--- src/rtl/packet_receiver.sv ---
`timescale 1ns/1ps
// packet_receiver: NoC destination endpoint. Grants one router transfer at a
// time, checks that flit payloads count 0,1,2,... up to tlast, aborts a packet
// after TIMEOUT_CYCLES idle cycles, and reports per-packet results plus a
// saturating error counter.
module packet_receiver #(
    parameter int unsigned TIMEOUT_CYCLES = 255
) (
    input  logic       clock,
    input  logic       reset,
    input  logic       transfer_request,
    input  logic [1:0] source_processor,
    input  logic       data_valid,
    input  logic [8:0] data_from_router,
    output logic       transfer_grant,
    output logic       receiver_ready,
    output logic       packet_done,
    output logic [7:0] packet_last_index,
    output logic [1:0] packet_source,
    output logic       sequence_error,
    output logic       timeout_error,
    output logic [7:0] error_count
);

    typedef enum logic [1:0] {IDLE, GRANT, RECEIVE, DONE} state_t;

    localparam logic [7:0] TIMEOUT_LIMIT = 8'(TIMEOUT_CYCLES);

    state_t     state, next_state;

    // Per-packet working registers
    logic [7:0] expected_index;
    logic [7:0] last_index;
    logic [7:0] idle_timer;
    logic [1:0] source_latch;
    logic       seq_flag;

    // Decoded per-cycle conditions
    logic [7:0] flit_payload;
    logic       flit_tlast;
    logic       flit_accept;
    logic       flit_bad;
    logic       seq_flag_next;
    logic       timer_expired;
    logic       finish;
    logic       packet_error;

    // Next-state logic plus flit and timer decode
    always_comb begin
        // NOTE: every always_comb output gets a default first so no path can infer a latch.
        next_state    = state;
        flit_payload  = data_from_router[7:0];
        flit_tlast    = data_from_router[8];
        flit_accept   = (state == RECEIVE) && data_valid;
        // A mismatch, or running past index 255 without tlast, marks the packet bad.
        flit_bad      = (flit_payload != expected_index) ||
                        ((expected_index == 8'hFF) && !flit_tlast);
        seq_flag_next = seq_flag | (flit_accept & flit_bad);
        timer_expired = (state == RECEIVE) && !data_valid &&
                        ((idle_timer + 8'd1) == TIMEOUT_LIMIT);

        case (state)
            IDLE:    if (transfer_request) next_state = GRANT;
            GRANT:   next_state = RECEIVE;
            RECEIVE: if ((flit_accept && flit_tlast) || timer_expired) next_state = DONE;
            DONE:    next_state = IDLE;
            default: next_state = IDLE;
        endcase

        finish       = (state == RECEIVE) && (next_state == DONE);
        packet_error = seq_flag_next | timer_expired;
    end

    // State register
    always_ff @(posedge clock or negedge reset) begin
        // NOTE: sequential state is always assigned with <= so every register samples pre-edge values.
        if (!reset) state <= IDLE;
        else        state <= next_state;
    end

    // Per-packet working registers: cleared on grant, advanced by accepted flits
    always_ff @(posedge clock or negedge reset) begin
        if (!reset) begin
            expected_index <= 8'd0;
            last_index     <= 8'd0;
            idle_timer     <= 8'd0;
            source_latch   <= 2'd0;
            seq_flag       <= 1'b0;
        end else begin
            case (state)
                IDLE: begin
                    if (transfer_request) begin
                        source_latch   <= source_processor;
                        expected_index <= 8'd0;
                        last_index     <= 8'd0;
                        idle_timer     <= 8'd0;
                        seq_flag       <= 1'b0;
                    end
                end
                RECEIVE: begin
                    if (data_valid) begin
                        seq_flag       <= seq_flag_next;
                        last_index     <= flit_payload;
                        expected_index <= expected_index + 8'd1;
                        idle_timer     <= 8'd0;
                    end else begin
                        idle_timer     <= idle_timer + 8'd1;
                    end
                end
                default: ;
            endcase
        end
    end

    // Result registers: loaded on the edge that enters DONE so they appear with packet_done
    always_ff @(posedge clock or negedge reset) begin
        if (!reset) begin
            packet_last_index <= 8'd0;
            packet_source     <= 2'd0;
            sequence_error    <= 1'b0;
            timeout_error     <= 1'b0;
            error_count       <= 8'd0;
        end else if (finish) begin
            packet_last_index <= flit_accept ? flit_payload : last_index;
            packet_source     <= source_latch;
            sequence_error    <= seq_flag_next;
            timeout_error     <= timer_expired;
            if (packet_error && (error_count != 8'hFF))
                error_count <= error_count + 8'd1;
        end
    end

    // Registered handshake outputs decoded from the upcoming state
    always_ff @(posedge clock or negedge reset) begin
        if (!reset) begin
            transfer_grant <= 1'b0;
            receiver_ready <= 1'b1;
            packet_done    <= 1'b0;
        end else begin
            transfer_grant <= (next_state == GRANT);
            receiver_ready <= (next_state == IDLE);
            packet_done    <= (next_state == DONE);
        end
    end

endmodule

--- config.mk ---
export PLATFORM = sky130hd
export DESIGN_NAME = packet_receiver
export DESIGN_NICKNAME = d
export VERILOG_FILES = /design/src/rtl/packet_receiver.sv
export SDC_FILE = /design/constraint.sdc
export NUM_CORES = 1
export LEC_CHECK = 0
export CORE_MARGIN = 5
export CORE_UTILIZATION = 35
export DETAILED_ROUTE_END_ITERATION = 10
export GPL_ROUTABILITY_DRIVEN = 0
export HOLD_SLACK_MARGIN = 0.03
export PLACE_DENSITY = 0.59
export REMOVE_ABC_BUFFERS = 1
export SLEW_MARGIN = 20
export SYNTH_ARGS = -nofsm -noshare
export SYNTH_HDL_FRONTEND = slang
export SYNTH_SLANG_ARGS = --single-unit
--- constraint.sdc ---
create_clock -name clock -period 3.71 [get_ports clock]
set_clock_uncertainty 0.2 [all_clocks]
set_input_delay 0.9275 -clock clock [delete_from_list [all_inputs] [get_ports clock]]
set_output_delay 0.9275 -clock clock [all_outputs]
set_load 0.05 [all_outputs]
==> results of run 1 <==
-- cell usage after synthesis (all sizes together), types with 2 or more instances --
library cell	n
a21oi	11
a22o	11
a31oi	3
and2	3
and3	5
and3b	3
buf	2
clkbuf	9
dfrtp	51
ha	6
inv	17
mux2	4
mux2i	11
nand2	28
nand2b	5
nand3	7
nand4	4
nor2	24
nor2b	3
nor3	3
nor4	3
o21ai	17
o22ai	3
o31ai	4
o41ai	2
or3	2
xnor2	6
xor2	13
-- worst min-delay path, delay by kind of cell (launching register included) --
kind	cells	cell delay, ns
DFF	1	0.36
and+or+nand+nor	2	0.10
-- routing by layer --
layer | global-route usage | up-vias | routed length [um]
met5 | 0 | - | 0
met3 | 0.0287 | 5 | 222
met2 | 0.219 | 34 | 2870
li1 | - | 1024 | -
met4 | 0.0454 | 0 | 91
met1 | 0.157 | 988 | 2630
-- cell type report --
class | instances | area share
multi-input cells | 190 | 0.383
clock inverters | 2 | 0.0107
repair buffers | 44 | 0.128
flip-flops and latches | 52 | 0.399
clock buffers | 6 | 0.0222
inverters | 17 | 0.0195
well taps | 99 | 0.0379
-- logic make-up after synthesis --
logic type / synth area share
adder cells (fa/ha/maj): 0.0282
multiplexers: 0.0597
XOR/XNOR: 0.0625
buffers and inverters: 0.0404
AO/OA/AOI/OAI: 0.144
AND/OR/NAND/NOR: 0.175
flip-flops: 0.489
-- power by group --
group	switching, mW	internal, mW
clock network	0.188	0.201
logic	0.773	0.463
registers	0.131	0.743
-- flip-flops by register name, summed over array words and instances (netlist names) --
register / cells
seq_flag: 1
transfer_grant: 1
error_count: 8
idle_timer: 8
receiver_ready: 1
packet_source: 2
last_index: 8
packet_last_index: 8
expected_index: 8
timeout_error: 1
state: 2
packet_done: 1
sequence_error: 1
source_latch: 2
-- worst max-delay path by stage --
stage	from	to	slack, ns	depth (start not counted)
6_report	data_valid	error_count[1]	0.65	7
5_1_grt	data_valid	error_count[6]	0.48	8
4_1_cts	data_valid	error_count[6]	0.62	8
3_5_place_dp	data_valid	error_count[6]	0.30	8
3_3_place_gp	data_from_router[0]	error_count[1]	0.36	7
2_1_floorplan	state[0]	error_count[1]	0.37	8
==> metrics.csv, run 1 <==
stage;metric;value;unit
synth;ys_warn_count;0;
clocking;clk_pin_slew;0.09;ns
clocking;clockBufferDepth;2;
critical_path;setup.worst_path.class;in2reg;
clocking;h-tree-depth;2;
synth;synth_top_area_frac;0.480;
timing;period_share;0.825;
drt;drt-total-wl;5.81;mm
critical_path;ff2ff_setup_slack;1.05;ns
power;p_total;2.50;mW
final_layout;regArea;1300;um2
synth;ys_types;43;
final_layout;fin_util;0.446;
drt;vias_per_cell;5.00;
final_layout;layout.nets;331;
synth;ys_ff_latch;52;
global_routing;track_usage;0.128;
die;rows;31;
power;ir_worst_vdd;0.222;mV
die;start_util;0.363;
timing;setup_tns;0;ns
place;portBuffers;37;
timing;slew-limit-headroom;0.592;
die;die_w;97.2;um
synth;synth_area;2660;um2
timing;final-max-slew-violation-count;0;
clocking;cts_buffers;5;
power;p_leak;1.52;nW
critical_path;worst-path-buf-inv;2;
timing;worst_pin_slew;0.611;ns
synth;netlist_instances;270;
die;io_pins;38;
critical_path;crit_arrival;3.06;ns
critical_path;critPathTopFamily;simple AND/OR/NAND/NOR gates;
drt;first_pass_iters;4;
critical_path;max_stage_delay;0.48;ns
final_layout;final_cell_mix;dfrtp_1 (51), clkdlybuf4s50_1 (36), nand2_1 (27);
timing;timing.final.ws_setup;0.647;ns
final_layout;antenna_cells;0;
synth;synth.area.top_cells;dfrtp_1 (48%), xor2_1 (4.3%), mux2i_1 (4.1%), nand2_1 (3.8%), a22o_1 (3.6%);
critical_path;path_cells;clkdlybuf4s50_1, nor3b_1, mux2i_1, o41ai_4, inv_2, or3_4, mux2_4;
die;coreArea;7330;um2
synth;synthArstFlopShare;1.00;
final_layout;multiInputGateArea;1250;um2
global_routing;grt_pass1_vias;2085;
timing;final-setup-viol-count;0;
critical_path;r2r-end;error_count[6];
clocking;root_buffer;clkbuf_8;
final_layout;fillers;722;
drt;wl_per_cell;14.2;um
power;powerDensity;765;nW/um2
clocking;clkLatencyLatePin;0.31;ns
clocking;cts_tree;yes;
drt;drt_first_iter_violations;54;
outcome;status;complete, no violations;
clocking;post-cts-setup-buffers;0;
synth;synth_flop_cell;dfrtp_1;
timing;min_period;3.06;ns
critical_path;reg2regPathDepth;9;
flow_run;drv_cap;0;
timing;finalHoldViolations;0;
place;dp_cells;402;
synth;synth_edf_count;0;
critical_path;crit_fanout;6;
place;dp_hpwl;4.23;mm
timing;maxClockFrequency;0.327;GHz
final_layout;area_growth;22.8;%
min_path;hp-class;reg2reg;
synth;synth_area_per_cell;9.86;um2
timing;rsz0062_at_grt;no;
critical_path;crit_path_end_kind;flop;
die;die_area;9450;um2
final_layout;fin_area;3270;um2
drt;vias;2051;
min_path;whs_endpoint;packet_source[0];
global_routing;gr-total-overflow;0;
place;preCtsSetupSlack;0.297;ns
synth;synth_top_area_cell;dfrtp_1;
min_path;hold_start;packet_source[0];
critical_path;cp.required;3.71;ns
final_layout;fin_cells;410;
synth;synth_seq_area_share;0.489;
place;post_dp_cell_area;3160;um2
final_layout;layout.cells.most_common;dfrtp_1;
global_routing;grt_max_degree;38;
final_layout;drive_above_1_share;0.0772;
clocking;cts-resized-gates;0;
drt;drc;0;
clocking;cts_hold_buf;0;
global_routing;antenna_found_initial;0;
global_routing;grt_pass1_wl;9.87;mm
critical_path;cp-start-kind;input pin;
critical_path;rr_startpoint;state[0];
min_path;whs_path_depth;2;
critical_path;cp_slowest_cell;clkdlybuf4s50_1;
drt;ant_nets;0;
timing;holdWs;0.282;ns
clocking;numClockSinks;52;
die;die_h;97.2;um
Power figures use the tool's default switching activity.
==> run 2: changes to the inputs <==
- clock period: 3.71 -> 3.2 ns (I/O delays scaled with it)
==> run 2 against run 1 <==
  * Non-clock buffer count increased by 6
  * Routed wire length down 0.55%
  * Clock power barely moved
  * Global-route usage barely moved
  * Final area is 0.84% higher
  * Register-to-register slack lost 0.48 ns
==> metrics.csv, run 2 (synthesis gave the netlist of run 1 again) <==
stage;metric;value;unit;change
outcome;status;complete, no violations;;
clocking;clk_pin_slew;0.09;ns;about the same
global_routing;grt_max_degree;53;;+39%
place;portBuffers;37;;unchanged
clocking;clockBufferDepth;2;;unchanged
final_layout;drive_above_1_share;0.0915;;+0.0143
timing;timing.final.ws_setup;0.345;ns;-0.303 ns
clocking;cts_hold_buf;0;;unchanged
place;dp_hpwl;4.17;mm;-1.3%
clocking;h-tree-depth;2;;unchanged
drt;vias_per_cell;4.93;;-1.4%
clocking;numClockSinks;52;;unchanged
power;p_leak;1.53;nW;+1.1%
critical_path;cp.required;3.20;ns;-0.51 ns
final_layout;fin_util;0.449;;+0.00376
critical_path;crit_path_end_kind;flop;;
die;rows;31;;unchanged
final_layout;fin_area;3290;um2;+0.84%
drt;ant_nets;0;;unchanged
critical_path;cp-start-kind;input pin;;
timing;holdWs;0.268;ns;-0.0141 ns
clocking;cts_tree;yes;;
flow_run;drv_cap;0;;unchanged
global_routing;grt_pass1_vias;2012;;-3.5%
die;coreArea;7330;um2;unchanged
final_layout;fin_cells;416;;+1.5%
global_routing;gr-total-overflow;0;;unchanged
drt;drc;0;;unchanged
critical_path;setup.worst_path.class;in2reg;;
final_layout;layout.nets;337;;+1.8%
drt;drt-total-wl;5.78;mm;-0.55%
power;powerDensity;871;nW/um2;+14%
die;die_h;97.2;um;unchanged
final_layout;layout.cells.most_common;dfrtp_1;;
final_layout;antenna_cells;0;;unchanged
critical_path;cp-startpoint;data_valid;;
timing;final-max-slew-violation-count;0;;unchanged
clocking;cts_buffers;5;;unchanged
clocking;clkLatencyLatePin;0.31;ns;about the same
clocking;root_buffer;clkbuf_8;;
timing;period_share;0.892;;
drt;vias;2051;;unchanged
clocking;cts-resized-gates;0;;unchanged
die;start_util;0.363;;unchanged
drt;wl_per_cell;13.9;um;-2.0%
global_routing;track_usage;0.128;;+0.000454
global_routing;antenna_found_initial;0;;unchanged
final_layout;final_cell_mix;dfrtp_1 (51), clkdlybuf4s50_1 (36), nand2_1 (27);;
die;die_area;9450;um2;unchanged
timing;slew-limit-headroom;0.533;;-0.0589
final_layout;area_growth;23.8;%;
place;dp_cells;408;;+1.5%
die;io_pins;38;;unchanged
timing;finalHoldViolations;0;;unchanged
power;ir_worst_vdd;0.319;mV;+44%
timing;maxClockFrequency;0.350;GHz;
critical_path;rr_startpoint;state[0];;
drt;first_pass_iters;4;;unchanged
die;die_w;97.2;um;unchanged
timing;worst_pin_slew;0.700;ns;+0.0881 ns
timing;final-setup-viol-count;0;;unchanged
min_path;hold_start;packet_source[0];;
critical_path;crit_arrival;2.85;ns;-0.21 ns
timing;min_period;2.86;ns;
min_path;hp-class;reg2reg;;
critical_path;crit_fanout;4;;-2
place;post_dp_cell_area;3200;um2;+1.4%
drt;drt_first_iter_violations;59;;+9.3%
clocking;post-cts-setup-buffers;0;;unchanged
place;preCtsSetupSlack;-0.0175;ns;-0.315 ns
timing;rsz0062_at_grt;no;;
global_routing;grt_pass1_wl;10.0;mm;+1.3%
run 2: layout make-up:
class / instances / area (um2)
well taps: 99 / 124
repair buffers: 50 / 463
inverters: 17 / 63.8
clock buffers: 8 / 90.1
flip-flops and latches: 52 / 1300
multi-input cells: 190 / 1250
fillers: 713 / 4040
run 2: worst paths after layout:
path | end | slack [ns] | cells after the start
min in group asynchronous | error_count[1] | 0.40 | 2
max in group asynchronous | error_count[3] | 1.94 | 2
setup reg to reg | error_count[4] | 0.57 | 9
hold reg to reg | packet_source[0] | 0.27 | 2
hold / removal | packet_source[0] | 0.27 | 2
setup / recovery | error_count[1] | 0.34 | 7
run 2: stage by stage:
stage | setup TNS (ns) | power (mW)
6_report | 0 | 2.87
5_1_grt | 0 | 3.07
4_1_cts | 0 | 2.91
3_5_place_dp | -0.0481 | 2.51
3_3_place_gp | 0 | 2.49
2_1_floorplan | -0.272 | 1.99
run 2: metal layers:
layer	vias to the layer above	share of wire	track usage
li1	1035	-	-
met2	31	0.48	0.220
met4	0	0.016	0.0454
met5	-	0	0
met3	8	0.033	0.0251
met1	977	0.47	0.160
run 2: critical path, stage by stage:
cell	delay, ns
clkdlybuf4s50_1	0.48
nor3b_1	0.21
mux2i_1	0.18
o41ai_4	0.39
inv_2	0.07
or3_4	0.41
mux2_4	0.30
run 2: power breakdown:
part | switching, mW | internal, mW
sequential | 0.150 | 0.862
clock | 0.211 | 0.177
combinational | 0.904 | 0.564
total | 1.27 | 1.60
==> run 3: changes to the inputs <==
- GPL_TIMING_DRIVEN: not set -> 1
==> results of run 3 <==
Same layout as run 2: the final DEF is identical, and so are final timing and power.
==> RTL change: new RTL, config.mk and constraints of run 2 <==
The 4 states of `state_t` get a Gray code encoding in 2 bits.
--- a/src/rtl/packet_receiver.sv
+++ b/src/rtl/packet_receiver.sv
@@ -23,5 +23,5 @@
 );
 
-    typedef enum logic [1:0] {IDLE, GRANT, RECEIVE, DONE} state_t;
+    typedef enum logic [1:0] {IDLE = 2'b00, GRANT = 2'b01, RECEIVE = 2'b11, DONE = 2'b10} state_t;
 
     localparam logic [7:0] TIMEOUT_LIMIT = 8'(TIMEOUT_CYCLES);
Function: no difference found for any inputs over 10 cycles, from zero or initial values and one cycle with reset low; not proved beyond that.
==> RTL change against run 2 <==
- synthesized area fell by 4.1%
- setup slack improved by 0.12 ns
- via count fell by 5.4%
- sequential cell count did not move
- wire length fell by 6.8%
- count of clock-buffer cells in the layout fell by 2
- final area fell by 3.9%
- hold slack improved by 0.016 ns
- sequential share of layout area rose by 1.6 points
- first-iteration DRC count rose by 34%
- total power fell by 9.7%
- critical path type unchanged
==> RTL change: results <==
{
  "synthCells": 254,
  "critPathCapture": "error_count[6]",
  "use_met1_pct": 17.5,
  "layout.cells.non_filler": 396,
  "fin_ws_ns": 0.467,
  "synth.distinct_cells": 42,
  "htreeDepth": 2,
  "yosys_warnings": 0,
  "dp_hpwl_um": 4070,
  "cts_buffers": 5,
  "nFillCells": 697,
  "end_kind": "register",
  "status": "finished clean",
  "first_iter_violations": 79,
  "vias": 1940,
  "grt_use_met2_pct": 21.3,
  "cts_root_buf": "clkbuf_8",
  "ir_drop_mv": 0.253,
  "path_max_fanout": 7,
  "maxSlewViolCount": 0,
  "crit_start": "data_from_router[0]",
  "antenna_found_initial": 0,
  "async_flop_share_pct": 100,
  "grt_pass1_wl_um": 9370,
  "grt_max_degree": 26,
  "hold_class": "register to register",
  "grt_use_met3_pct": 3.00,
  "ctsResizeCount": 0,
  "place_ws_ns": 0.120,
  "crit_arrival_ns": 2.72,
  "drive_gt1_share_pct": 11.8,
  "clk_pin_slew_worst_paths_ns": 0.09,
  "synthAdderAreaFrac_pct": 1.96,
  "yosysSeqAreaShare_pct": 51.1,
  "first_pass_iters": 4,
  "synthTopCellsByArea": "dfrtp_1, o21ai_0, xor2_1",
  "placed_area_um2": 3070,
  "synth-xor-area-share_pct": 5.84,
  "dp_cells": 388,
  "grt_pass1_vias": 1969,
  "finalWirelength_um": 5390,
  "synth-compound-area-share_pct": 12.9,
  "r2r_slack_ns": 0.55,
  "portBuffers": 37,
  "synth_flop_cell": "dfrtp_1",
  "postCtsSetupBuffers": 0,
  "r2r_start": "idle_timer[0]",
  "p_leak_nw": 1.43,
  "nets": 315,
  "synthMuxAreaShare_pct": 6.96,
  "synth_common_cells": "dfrtp_1, nand2_1, o21ai_0, nor2_1, a21oi_1",
  "rr_worst_depth": 6,
  "worst_r2r_endpoint": "error_count[1]",
  "max-slew-margin-rel_pct": 60.1,
  "track_usage_pct": 13.1
}
## RTL change: layer usage
layer | part of all wire [%] | vias up
met5 | 0 | -
met3 | 3.4 | 5
li1 | - | 985
met2 | 49 | 26
met4 | 1.1 | 0
met1 | 47 | 924
## RTL change: logic make-up (layout without fill, tap and decap cells)
family / after synthesis / in the layout
multiplexers: 16 / 16
buffers and inverters: 14 / 57
XOR/XNOR: 17 / 17
AND/OR/NAND/NOR: 95 / 95
AO/OA/AOI/OAI: 56 / 56
adder cells (fa/ha/maj): 4 / 4
flip-flops: 52 / 52
## RTL change: critical path, cell delays in order
cell	delay, ns
clkdlybuf4s50_1	0.52
xnor2_1	0.14
nand4_1	0.14
nand4bb_1	0.25
a32oi_2	0.35
and2b_2	0.26
mux2_2	0.26
## RTL change: how the worst min path moves through the flow
| stage | cells past startpoint | to | slack (ns) | from |
|---|---|---|---|---|
| after CTS | 1 | idle_timer[0] | 0.30 | reset |
| final | 2 | packet_last_index[1] | 0.28 | packet_last_index[1] |
| after floorplan | 1 | last_index[0] | 0.27 | last_index[0] |
| after detailed placement | 2 | packet_last_index[0] | 0.27 | packet_last_index[0] |
| after global routing | 1 | idle_timer[0] | 0.32 | reset |
| after global placement | 2 | packet_last_index[5] | 0.27 | packet_last_index[5] |
## RTL change: where the power goes
part           switching (mW)  internal (mW)
Combinational           0.696          0.442
Sequential              0.191          0.868
Clock                   0.218          0.175
## RTL change: area by class of cell
class	count	area, µm²	share of cell area [%]
Clock inverter	2	15.0	0.474
Clock buffer	6	82.6	2.61
Inverter	3	11.3	0.356
Timing Repair Buffer	46	433	13.7
Tap cell	99	124	3.91
Sequential cell	52	1300	41.1
Multi-Input combinational cell	188	1200	37.8
